<file path="src/rtl/rr_arb_pkg.sv">
// Shared types and helpers for the round-robin ring arbiter.
// Helpers work on a fixed 32-bit vector, which is the widest supported
// requester count. Callers zero-extend their N-bit values on the way in
// and truncate the result on the way out.
package rr_arb_pkg;

    localparam int RR_MAX_N = 32;

    typedef enum logic {
        IDLE  = 1'b0,
        GRANT = 1'b1
    } state_t;

    // Index of the set bit in a one-hot vector. Returns 0 for all-zero.
    function automatic int onehot2idx(input logic [RR_MAX_N-1:0] v);
        int idx;
        idx = 0;
        for (int i = 0; i < RR_MAX_N; i++) begin
            if (v[i]) begin
                idx = i;
            end
        end
        return idx;
    endfunction

    // Rotate a one-hot vector left by one position within its low n bits.
    // Bit n-1 wraps around to bit 0.
    function automatic logic [RR_MAX_N-1:0] rotl1(input logic [RR_MAX_N-1:0] v,
                                                  input int n);
        logic [RR_MAX_N-1:0] r;
        r = '0;
        for (int i = 0; i < RR_MAX_N; i++) begin
            if (i == n - 1) begin
                r[0] = v[i];
            end else if (i < n - 1) begin
                r[i+1] = v[i];
            end
        end
        return r;
    endfunction

endpackage

</file>
<file path="src/rtl/rr_ring_arbiter_if.sv">
// Requester/resource bundle for rr_ring_arbiter.
// The master modport is the requesting side and drives req and done.
// The slave modport is the arbiter and returns the grant outputs.
interface rr_ring_arbiter_if #(
    parameter int N = 8
);
    localparam int IDW = $clog2(N);

    logic [N-1:0]   req;
    logic           done;
    logic [N-1:0]   gnt;
    logic [IDW-1:0] gnt_id;
    logic           busy;
    logic           timeout;

    modport master (
        output req, done,
        input  gnt, gnt_id, busy, timeout
    );

    modport slave (
        input  req, done,
        output gnt, gnt_id, busy, timeout
    );
endinterface

</file>
<file path="src/rtl/ring_pointer.sv">
// N-bit one-hot priority pointer.
// Resets to bit 0. When ld is high, it loads nxt on the next clock edge.
module ring_pointer #(
    parameter int N = 8
) (
    input  logic         clk,
    input  logic         rstn,
    input  logic         ld,
    input  logic [N-1:0] nxt,
    output logic [N-1:0] ptr
);
    logic [N-1:0] ptr_q;
    logic [N-1:0] ptr_d;

    // Hold the current pointer unless a new one is being loaded.
    always_comb begin
        ptr_d = ptr_q;
        if (ld) begin
            ptr_d = nxt;
        end
    end

    // Pointer register with asynchronous reset to requester 0.
    always_ff @(posedge clk or negedge rstn) begin
        if (!rstn) begin
            ptr_q <= N'(1);
        end else begin
            ptr_q <= ptr_d;
        end
    end

    assign ptr = ptr_q;
endmodule

</file>
<file path="src/rtl/rr_ring_arbiter.sv">
// Round-robin arbiter sharing one resource among N requesters.
// Optional feature: define RR_ARB_TIMEOUT_EN to cap each grant at
// MAX_HOLD cycles and pulse timeout on a forced release.
// All outputs come straight from flops.
module rr_ring_arbiter
    import rr_arb_pkg::*;
#(
    parameter int N        = 8,
    parameter int MAX_HOLD = 16
) (
    input  logic          clk,
    input  logic          rstn,
    rr_ring_arbiter_if.slave bus
);
    localparam int IDW = $clog2(N);

    state_t         state_q, state_d;
    logic [N-1:0]   gnt_q, gnt_d;
    logic [IDW-1:0] gnt_id_q, gnt_id_d;
    logic           busy_q, busy_d;
    logic           timeout_q, timeout_d;

    logic [N-1:0]   ptr;
    logic           ptr_ld;
    logic [N-1:0]   ptr_nxt;

    logic [N-1:0]   req_hi;
    logic [N-1:0]   pick_src;
    logic [N-1:0]   sel_oh;
    logic           owner_req;
    logic           expire;

    ring_pointer #(.N(N)) u_ptr (
        .clk  (clk),
        .rstn (rstn),
        .ld   (ptr_ld),
        .nxt  (ptr_nxt),
        .ptr  (ptr)
    );

    // Circular search starting at the pointer. Requests at or above the
    // pointer win first; if none exist, the search wraps to the lowest
    // requester. The lowest set bit is isolated with x & -x.
    always_comb begin
        req_hi   = bus.req & ~(ptr - N'(1));
        pick_src = (|req_hi) ? req_hi : bus.req;
        sel_oh   = pick_src & (~pick_src + N'(1));
    end

    // The owner still holds its request if its bit in req is set.
    assign owner_req = |(bus.req & gnt_q);

`ifdef RR_ARB_TIMEOUT_EN
    localparam int HW = $clog2(MAX_HOLD + 1);
    localparam logic [HW-1:0] HOLD_LAST = HW'(MAX_HOLD - 1);

    logic [HW-1:0] hold_q, hold_d;

    // Count cycles spent in GRANT. The counter is cleared while idle,
    // so each grant starts again from zero.
    always_comb begin
        hold_d = '0;
        if (state_q == GRANT) begin
            hold_d = hold_q + HW'(1);
        end
    end

    // Hold-counter register.
    always_ff @(posedge clk or negedge rstn) begin
        if (!rstn) begin
            hold_q <= '0;
        end else begin
            hold_q <= hold_d;
        end
    end

    assign expire = (state_q == GRANT) && (hold_q == HOLD_LAST);
`else
    logic unused_max_hold;
    assign unused_max_hold = (MAX_HOLD > 1);
    assign expire          = 1'b0;
`endif

    // Next-state logic: grant from IDLE, release from GRANT.
    // The pointer rotates past the owner on any release.
    always_comb begin
        state_d   = state_q;
        gnt_d     = gnt_q;
        gnt_id_d  = gnt_id_q;
        busy_d    = busy_q;
        timeout_d = 1'b0;
        ptr_ld    = 1'b0;
        ptr_nxt   = ptr;
        case (state_q)
            IDLE: begin
                if (|bus.req) begin
                    state_d  = GRANT;
                    gnt_d    = sel_oh;
                    gnt_id_d = IDW'(onehot2idx(RR_MAX_N'(sel_oh)));
                    busy_d   = 1'b1;
                end
            end
            GRANT: begin
                if (bus.done || !owner_req || expire) begin
                    state_d   = IDLE;
                    gnt_d     = '0;
                    busy_d    = 1'b0;
                    ptr_ld    = 1'b1;
                    ptr_nxt   = N'(rotl1(RR_MAX_N'(gnt_q), N));
                    // Only a release caused by the timer alone counts as forced.
                    timeout_d = expire && !bus.done && owner_req;
                end
            end
            default: begin
                state_d = IDLE;
                gnt_d   = '0;
                busy_d  = 1'b0;
            end
        endcase
    end

    // State and output registers with asynchronous clear.
    always_ff @(posedge clk or negedge rstn) begin
        if (!rstn) begin
            state_q   <= IDLE;
            gnt_q     <= '0;
            gnt_id_q  <= '0;
            busy_q    <= 1'b0;
            timeout_q <= 1'b0;
        end else begin
            state_q   <= state_d;
            gnt_q     <= gnt_d;
            gnt_id_q  <= gnt_id_d;
            busy_q    <= busy_d;
            timeout_q <= timeout_d;
        end
    end

    assign bus.gnt     = gnt_q;
    assign bus.gnt_id  = gnt_id_q;
    assign bus.busy    = busy_q;
    assign bus.timeout = timeout_q;
endmodule

</file>
<file path="src/flat_wrapper.sv">
// flat-port wrapper written by rule: the top's interface ports become plain ports
module rr_ring_arbiter_flat import rr_arb_pkg::*;
#(
    parameter int N        = 8,
    parameter int MAX_HOLD = 16
)
  (clk, rstn, bus_req, bus_done, bus_gnt, bus_gnt_id, bus_busy, bus_timeout);
  rr_ring_arbiter_if #(.N(N)) bus_i ();
  input  logic clk;
  input  logic rstn;
  input wire logic [$bits(bus_i.req)-1:0] bus_req;
  input wire logic [$bits(bus_i.done)-1:0] bus_done;
  output wire logic [$bits(bus_i.gnt)-1:0] bus_gnt;
  output wire logic [$bits(bus_i.gnt_id)-1:0] bus_gnt_id;
  output wire logic [$bits(bus_i.busy)-1:0] bus_busy;
  output wire logic [$bits(bus_i.timeout)-1:0] bus_timeout;
  assign bus_i.req = bus_req;
  assign bus_i.done = bus_done;
  assign bus_gnt = bus_i.gnt;
  assign bus_gnt_id = bus_i.gnt_id;
  assign bus_busy = bus_i.busy;
  assign bus_timeout = bus_i.timeout;
  rr_ring_arbiter #(.N(N), .MAX_HOLD(MAX_HOLD)) u_core (.clk(clk), .rstn(rstn), .bus(bus_i));
endmodule
</file>
<file path="config.mk">
export PLATFORM = sky130hd
export DESIGN_NAME = rr_ring_arbiter_flat
export DESIGN_NICKNAME = d
export VERILOG_FILES = /design/src/rtl/rr_arb_pkg.sv /design/src/rtl/rr_ring_arbiter_if.sv /design/src/rtl/ring_pointer.sv /design/src/rtl/rr_ring_arbiter.sv /design/src/flat_wrapper.sv
export SDC_FILE = /design/constraint.sdc
export NUM_CORES = 1
export LEC_CHECK = 0
export BUFFER_PORTS_ARGS = -buffer_cell sky130_fd_sc_hd__buf_4
export CAP_MARGIN = 10
export CELL_PAD_IN_SITES_DETAIL_PLACEMENT = 1
export CELL_PAD_IN_SITES_GLOBAL_PLACEMENT = 1
export CORE_ASPECT_RATIO = 1.5
export CORE_MARGIN = 2
export CORE_UTILIZATION = 42
export CTS_CLUSTER_DIAMETER = 120
export DETAILED_ROUTE_END_ITERATION = 6
export PLACE_DENSITY = 0.77
export SLEW_MARGIN = 40
export SYNTH_ARGS = -nofsm -noshare
export SYNTH_HDL_FRONTEND = slang
export SYNTH_SLANG_ARGS = --single-unit
</file>
<file path="constraint.sdc">
create_clock -name clk -period 3.1 [get_ports clk]
set_clock_uncertainty 0.05 [all_clocks]
set_input_delay 0.31 -clock clk [delete_from_list [all_inputs] [get_ports clk]]
set_output_delay 0.31 -clock clk [all_outputs]
set_load 0.005 [all_outputs]
</file>
==> flow_summary.toml, run 1 <==
[cells_and_area]
layout-drive-gt1-share_pct = 37.3
n_antenna_cell = 0
regArea_um2 = 527
synthToLayoutAreaGrowth_pct = 22.0
fin_area_mm2 = 0.00157
fill_cells = 349
utilization_pct = 54.0
final-instance-count-excl-fill = 189
multi_input_area_um2 = 734
nNetsFinal = 163

[global_routing]
use_met2_pct = 37.8
top_usage_layer = "met2"
globalRouteOverflowTotal = 0
use_met3_pct = 2.08
antenna_found_initial = 0
grt_start_max_net_pins = 22
grt_pass1_wl_mm = 5.82
grt_use_met1_pct = 26.9
grt_usage_pct = 21.4
grt_pass1_vias = 1172

[clocking]
cts.clk_slew.worst_paths_ns = 0.08
cts_made_buffers = 3
clock-root-buffer = "clkbuf_8"
cts_tree = "yes"
cts.sinks = 21
cts.path.max_buffers = 2
clk_latency_ns = 0.26
h-tree-depth = 1

[floorplanning]
die_area_mm2 = 0.00354
fp.dieH_um = 71.8
num_rows = 24
start_util_pct = 44.2
die-width_um = 49.2
ioPinCount = 24
core_area_mm2 = 0.00291

[timing]
setup-violations-final = 0
clock.fmax_mhz = 338
whs_ns = 0.304
slew_viol_final = 0
layout_min_cycle_time_ns = 2.96
finalHoldViolations = 0
max_slew_margin_pct = 61.0
worst_pin_slew_ns = 0.583
fin_crit_sh_pct = 95.5

[yosys]
synth_seq_cells = 21
yosys.area.top_type_share_pct = 38.8
syn_inst = 124
synthFlopType = "dfrtp_1"
synth_area_per_cell_um2 = 10.4
ys_top_cells_by_area = "dfrtp_1 39%, mux2_2 5.2%, nand2_1 3.8%"
syn-num-nets = 136
yosys_warnings = 0
synth_edf_count = 0
yosysSeqAreaShare_pct = 40.9
synth_area_leader_cell = "dfrtp_1"
syn_area_mm2 = 0.00129
async_reset_ff_share_pct = 100
synth_cell_types = 49

[min_path]
worstHoldStart = "bus_req[0]"
min_path_type = "in2reg"

[routing]
antenna_left = 0
drt_iter0_markers = 32
drt-total-wl_mm = 3.54
viasPerCell = 5.84
vias = 1104
drc = 0
firstDrtPassIters = 4
wl_per_cell_um = 18.8

[critical_path]
start_kind = "flop"
critical_path_class = "reg2reg"
r2r_start = "u_core.u_ptr.ptr[0]"
end_kind = "flop"
critPathRequiredTime_ns = 3.20
critPathArrivalTime_ns = 3.06
critPathMaxFanout = 6
cp-startpoint = "u_core.u_ptr.ptr[0]"

[placed_design]
gp_congestion = 0.880
place_inst = 182
dp_hpwl_mm = 2.75
place_area_mm2 = 0.00150
portBuffers = 22

[flow_run]
drv_cap = 0

[run_status]
status = "completed"
==> kinds of logic (layout without fill, tap and decap cells) <==
kind of cell / count (synthesis) / after routing / share of synthesized area [%]
AO/OA/AOI/OAI: 40 / 40 / 24.9
XOR/XNOR: 1 / 1 / 0.680
adder cells (fa/ha/maj): 1 / 1 / 0.971
buffers and inverters: 8 / 34 / 2.62
flip-flops: 21 / 21 / 40.9
multiplexers: 8 / 8 / 6.80
other: 1 / 1 / 0.291
AND/OR/NAND/NOR: 44 / 44 / 22.9
==> metrics by stage <==
stage	setup WS [ns]	setup TNS, ns
5_1_grt	-0.0764	-0.0764
2_1_floorplan	0.465	0
6_report	0.139	0
4_1_cts	0.118	0
3_3_place_gp	0.215	0
3_5_place_dp	0.138	0
==> synthesized netlist by cell type (2+ instances only) <==
cell type,count
a21o_2,2
a31o_2,2
nor4_1,3
nor2_1,3
dfrtp_1,20
nand2_1,13
o31ai_1,2
nand2b_1,4
o21ai_0,3
a22oi_1,5
a22o_1,3
mux2i_1,2
inv_1,3
nor2b_1,5
o21ai_1,4
mux2_2,6
clkbuf_1,4
a21oi_2,2
and2_1,2
a32o_1,2
or3_1,2
a21oi_1,5
==> worst max-delay path: stages, from the launching register on <==
cell and delay, ns:
dfstp_2 0.59, inv_1 0.07, ha_1 0.21, nor3b_2 0.17, mux2i_1 0.17, a221o_2 0.36
nor4_1 0.39, o22ai_2 0.19, nor4bb_4 0.21, o32ai_1 0.32, a21oi_1 0.11
==> cell usage in the layout, fill, tap and decap left out, types with 3 or more instances in the layout <==
cell      count
mux2_2        6
inv_1         3
nand2b_1      4
nor2b_1       5
o21ai_0       3
clkbuf_8      3
o21ai_1       4
buf_4        26
dfrtp_1      20
nor4_1        3
a22o_1        3
nor2_1        3
nand2_1      13
a21oi_1       5
a22oi_1       5
==> per-layer routing <==
| layer | vias up | routed length (um) |
|---|---|---|
| li1 | 517 | - |
| met1 | 562 | 1480 |
| met2 | 21 | 1910 |
| met3 | 4 | 101 |
| met4 | 0 | 46 |
| met5 | - | 0 |
==> worst paths after layout <==
path / to / slack (ns) / cells past startpoint
max: u_core.bus.gnt_id[0] / 0.14 / 10
min: u_core.bus.gnt[0] / 0.30 / 3
max reg2reg: u_core.bus.gnt_id[0] / 0.14 / 10
min reg2reg: u_core.bus.gnt_id[2] / 0.45 / 2
max in group asynchronous: u_core.u_ptr.ptr[0] / 2.30 / 2
min in group asynchronous: u_core.bus.gnt[1] / 0.42 / 2
==> registers in the layout, indices dropped and copies added (netlist names) <==
name / count
u_core.u_ptr.ptr: 8
u_core.state_q: 1
u_core.bus.gnt: 8
u_core.bus.gnt_id: 3
u_core.bus.busy: 1
==> layout make-up <==
class / count / share of cell area (%)
Clock buffer: 3 / 2.63
Timing Repair Buffer: 27 / 13.0
Tap cell: 39 / 3.10
Inverter: 3 / 0.716
Clock inverter: 1 / 0.318
Multi-Input combinational cell: 95 / 46.7
Sequential cell: 21 / 33.5
==> what timing repair did <==
item / in CTS / in global routing
hold buffers: 1 / 0
setup buffers: 0 / 2
resized for setup: 0 / 1
endpoints found under the hold margin: 20 / 0
endpoints found under the setup margin: 0 / 1
Power of run 1 is not shown: default switching activity piles up to over one toggle a cycle in this logic, so the estimate is an artifact.
==> run 2, diff against run 1 <==
--- a/config.mk
+++ b/config.mk
@@ -14,6 +14,7 @@
 export CORE_UTILIZATION = 42
 export CTS_CLUSTER_DIAMETER = 120
 export DETAILED_ROUTE_END_ITERATION = 6
+export MAX_ROUTING_LAYER = met4
 export PLACE_DENSITY = 0.77
 export SLEW_MARGIN = 40
 export SYNTH_ARGS = -nofsm -noshare
==> constraint.sdc (replaced) <==
create_clock -name clk -period 3.1 [get_ports clk]
set_clock_uncertainty 0.05 [all_clocks]
set_input_delay 0.31 -clock clk [delete_from_list [all_inputs] [get_ports clk]]
set_output_delay 0.31 -clock clk [all_outputs]
set_load 0.05 [all_outputs]
==> run 2 against run 1 <==
  * Core utilization unchanged
  * Non-clock buffer count unchanged
  * Routed wire length decreased by 0.56%
  * Critical path type unchanged
  * Critical endpoint unchanged
==> flow_summary.toml, run 2 (synthesis results as in run 1) <==
[run_status]
status = "completed"

[clocking]
h-tree-depth = 1
cts.clk_slew.worst_paths_ns = 0.08
cts_tree = "yes"
cts.sinks = 21
cts_made_buffers = 3
clock-root-buffer = "clkbuf_8"
cts.path.max_buffers = 2
clk_latency_ns = 0.26

[global_routing]
globalRouteOverflowTotal = 0
grt_pass1_vias = 1173
grt_start_max_net_pins = 22
grt_usage_pct = 22.0
grt_pass1_wl_mm = 5.82
antenna_found_initial = 0

[routing]
wl_per_cell_um = 18.6
antenna_left = 0
drt_iter0_markers = 26
vias = 1092
viasPerCell = 5.78
drt-total-wl_mm = 3.52
firstDrtPassIters = 4
drc = 0

[timing]
setup-violations-final = 0
finalWorstSetupSlack_ns = 0.144
worst_pin_slew_ns = 0.559
slew_viol_final = 0
max_slew_margin_pct = 62.7
fin_crit_sh_pct = 95.4
finalHoldViolations = 0
clock.fmax_mhz = 338
layout_min_cycle_time_ns = 2.96

[critical_path]
start_kind = "flop"
critical_path_class = "reg2reg"
critPathRequiredTime_ns = 3.20
cp-startpoint = "u_core.u_ptr.ptr[0]"
critPathMaxFanout = 6
end_kind = "flop"
critPathArrivalTime_ns = 3.05
r2r_start = "u_core.u_ptr.ptr[0]"

[cells_and_area]
most-common-layout-cells = "26 x buf_4, 20 x dfrtp_1, 13 x nand2_1, 6 x mux2_2"
fin_area_mm2 = 0.00157
synthToLayoutAreaGrowth_pct = 22.0
n_antenna_cell = 0
layout-drive-gt1-share_pct = 37.3
final_common_cell = "buf_4"
nNetsFinal = 163

[floorplanning]
die_area_mm2 = 0.00354
fp.dieH_um = 71.8
ioPinCount = 24
core_area_mm2 = 0.00291
num_rows = 24
die-width_um = 49.2
start_util_pct = 44.2

[placed_design]
place_area_mm2 = 0.00150
pre_cts_ws_ns = 0.138
dp_hpwl_mm = 2.75
portBuffers = 22
gp_congestion = 0.895

[flow_run]
drv_cap = 0

[min_path]
worstHoldStart = "bus_req[0]"
min_path_type = "in2reg"
## run 2: cell counts in the layout (fill, tap and decap cells not counted)
No cell type changed its count.
## run 2: timing repair
action                     in CTS  in global routing
resized for setup               0                  1
hold endpoints to repair       20                  0
setup buffers                   0                  2
hold buffers                    1                  0
setup endpoints to repair       0                  1
## run 2: cell type report
cell class / instances / area (um2)
Clock buffer: 3 / 41.3
Clock inverter: 1 / 5.00
Fill cell: 349 / 1340
Inverter: 3 / 11.3
Multi-Input combinational cell: 95 / 734
Sequential cell: 21 / 527
Tap cell: 39 / 48.8
Timing Repair Buffer: 27 / 205
## run 2: worst max-delay path: stages, from the launching register on
cell and delay [ns]:
dfstp_2 0.59, inv_1 0.07, ha_1 0.21, nor3b_2 0.17, mux2i_1 0.17, a221o_2 0.36
nor4_1 0.39, o22ai_2 0.19, nor4bb_4 0.21, o32ai_1 0.32, a21oi_1 0.11
## run 2: worst paths after layout
path                                        end  slack [ns]  cells after the start
setup / recovery           u_core.bus.gnt_id[0]        0.14                     10
hold / removal                u_core.bus.gnt[0]        0.30                      3
setup reg to reg           u_core.bus.gnt_id[0]        0.14                     10
hold reg to reg            u_core.bus.gnt_id[2]        0.46                      2
max in group asynchronous   u_core.u_ptr.ptr[0]        2.30                      2
min in group asynchronous  u_core.bus.gnt_id[2]        0.42                      2
## run 2: per-stage QoR
step	std cells	setup TNS, ns	hold slack, ns	utilization, %
after CTS	187	0	0.301	53.3
after global routing	189	-0.0764	0.304	54.0
after global placement	182	0	0.158	51.3
final	189	0	0.304	54.0
after floorplan	124	0	-0.0356	-
after detailed placement	182	0	0.164	51.3
## run 2: layer usage
layer | track usage, % | vias to the layer above | share of wire (%)
li1 | - | 518 | -
met1 | 26.2 | 550 | 42
met2 | 38.4 | 18 | 54
met3 | 2.08 | 6 | 2.4
met4 | 7.30 | 0 | 1.4
met5 | - | - | 0
Power of run 2 is left out for the same reason.
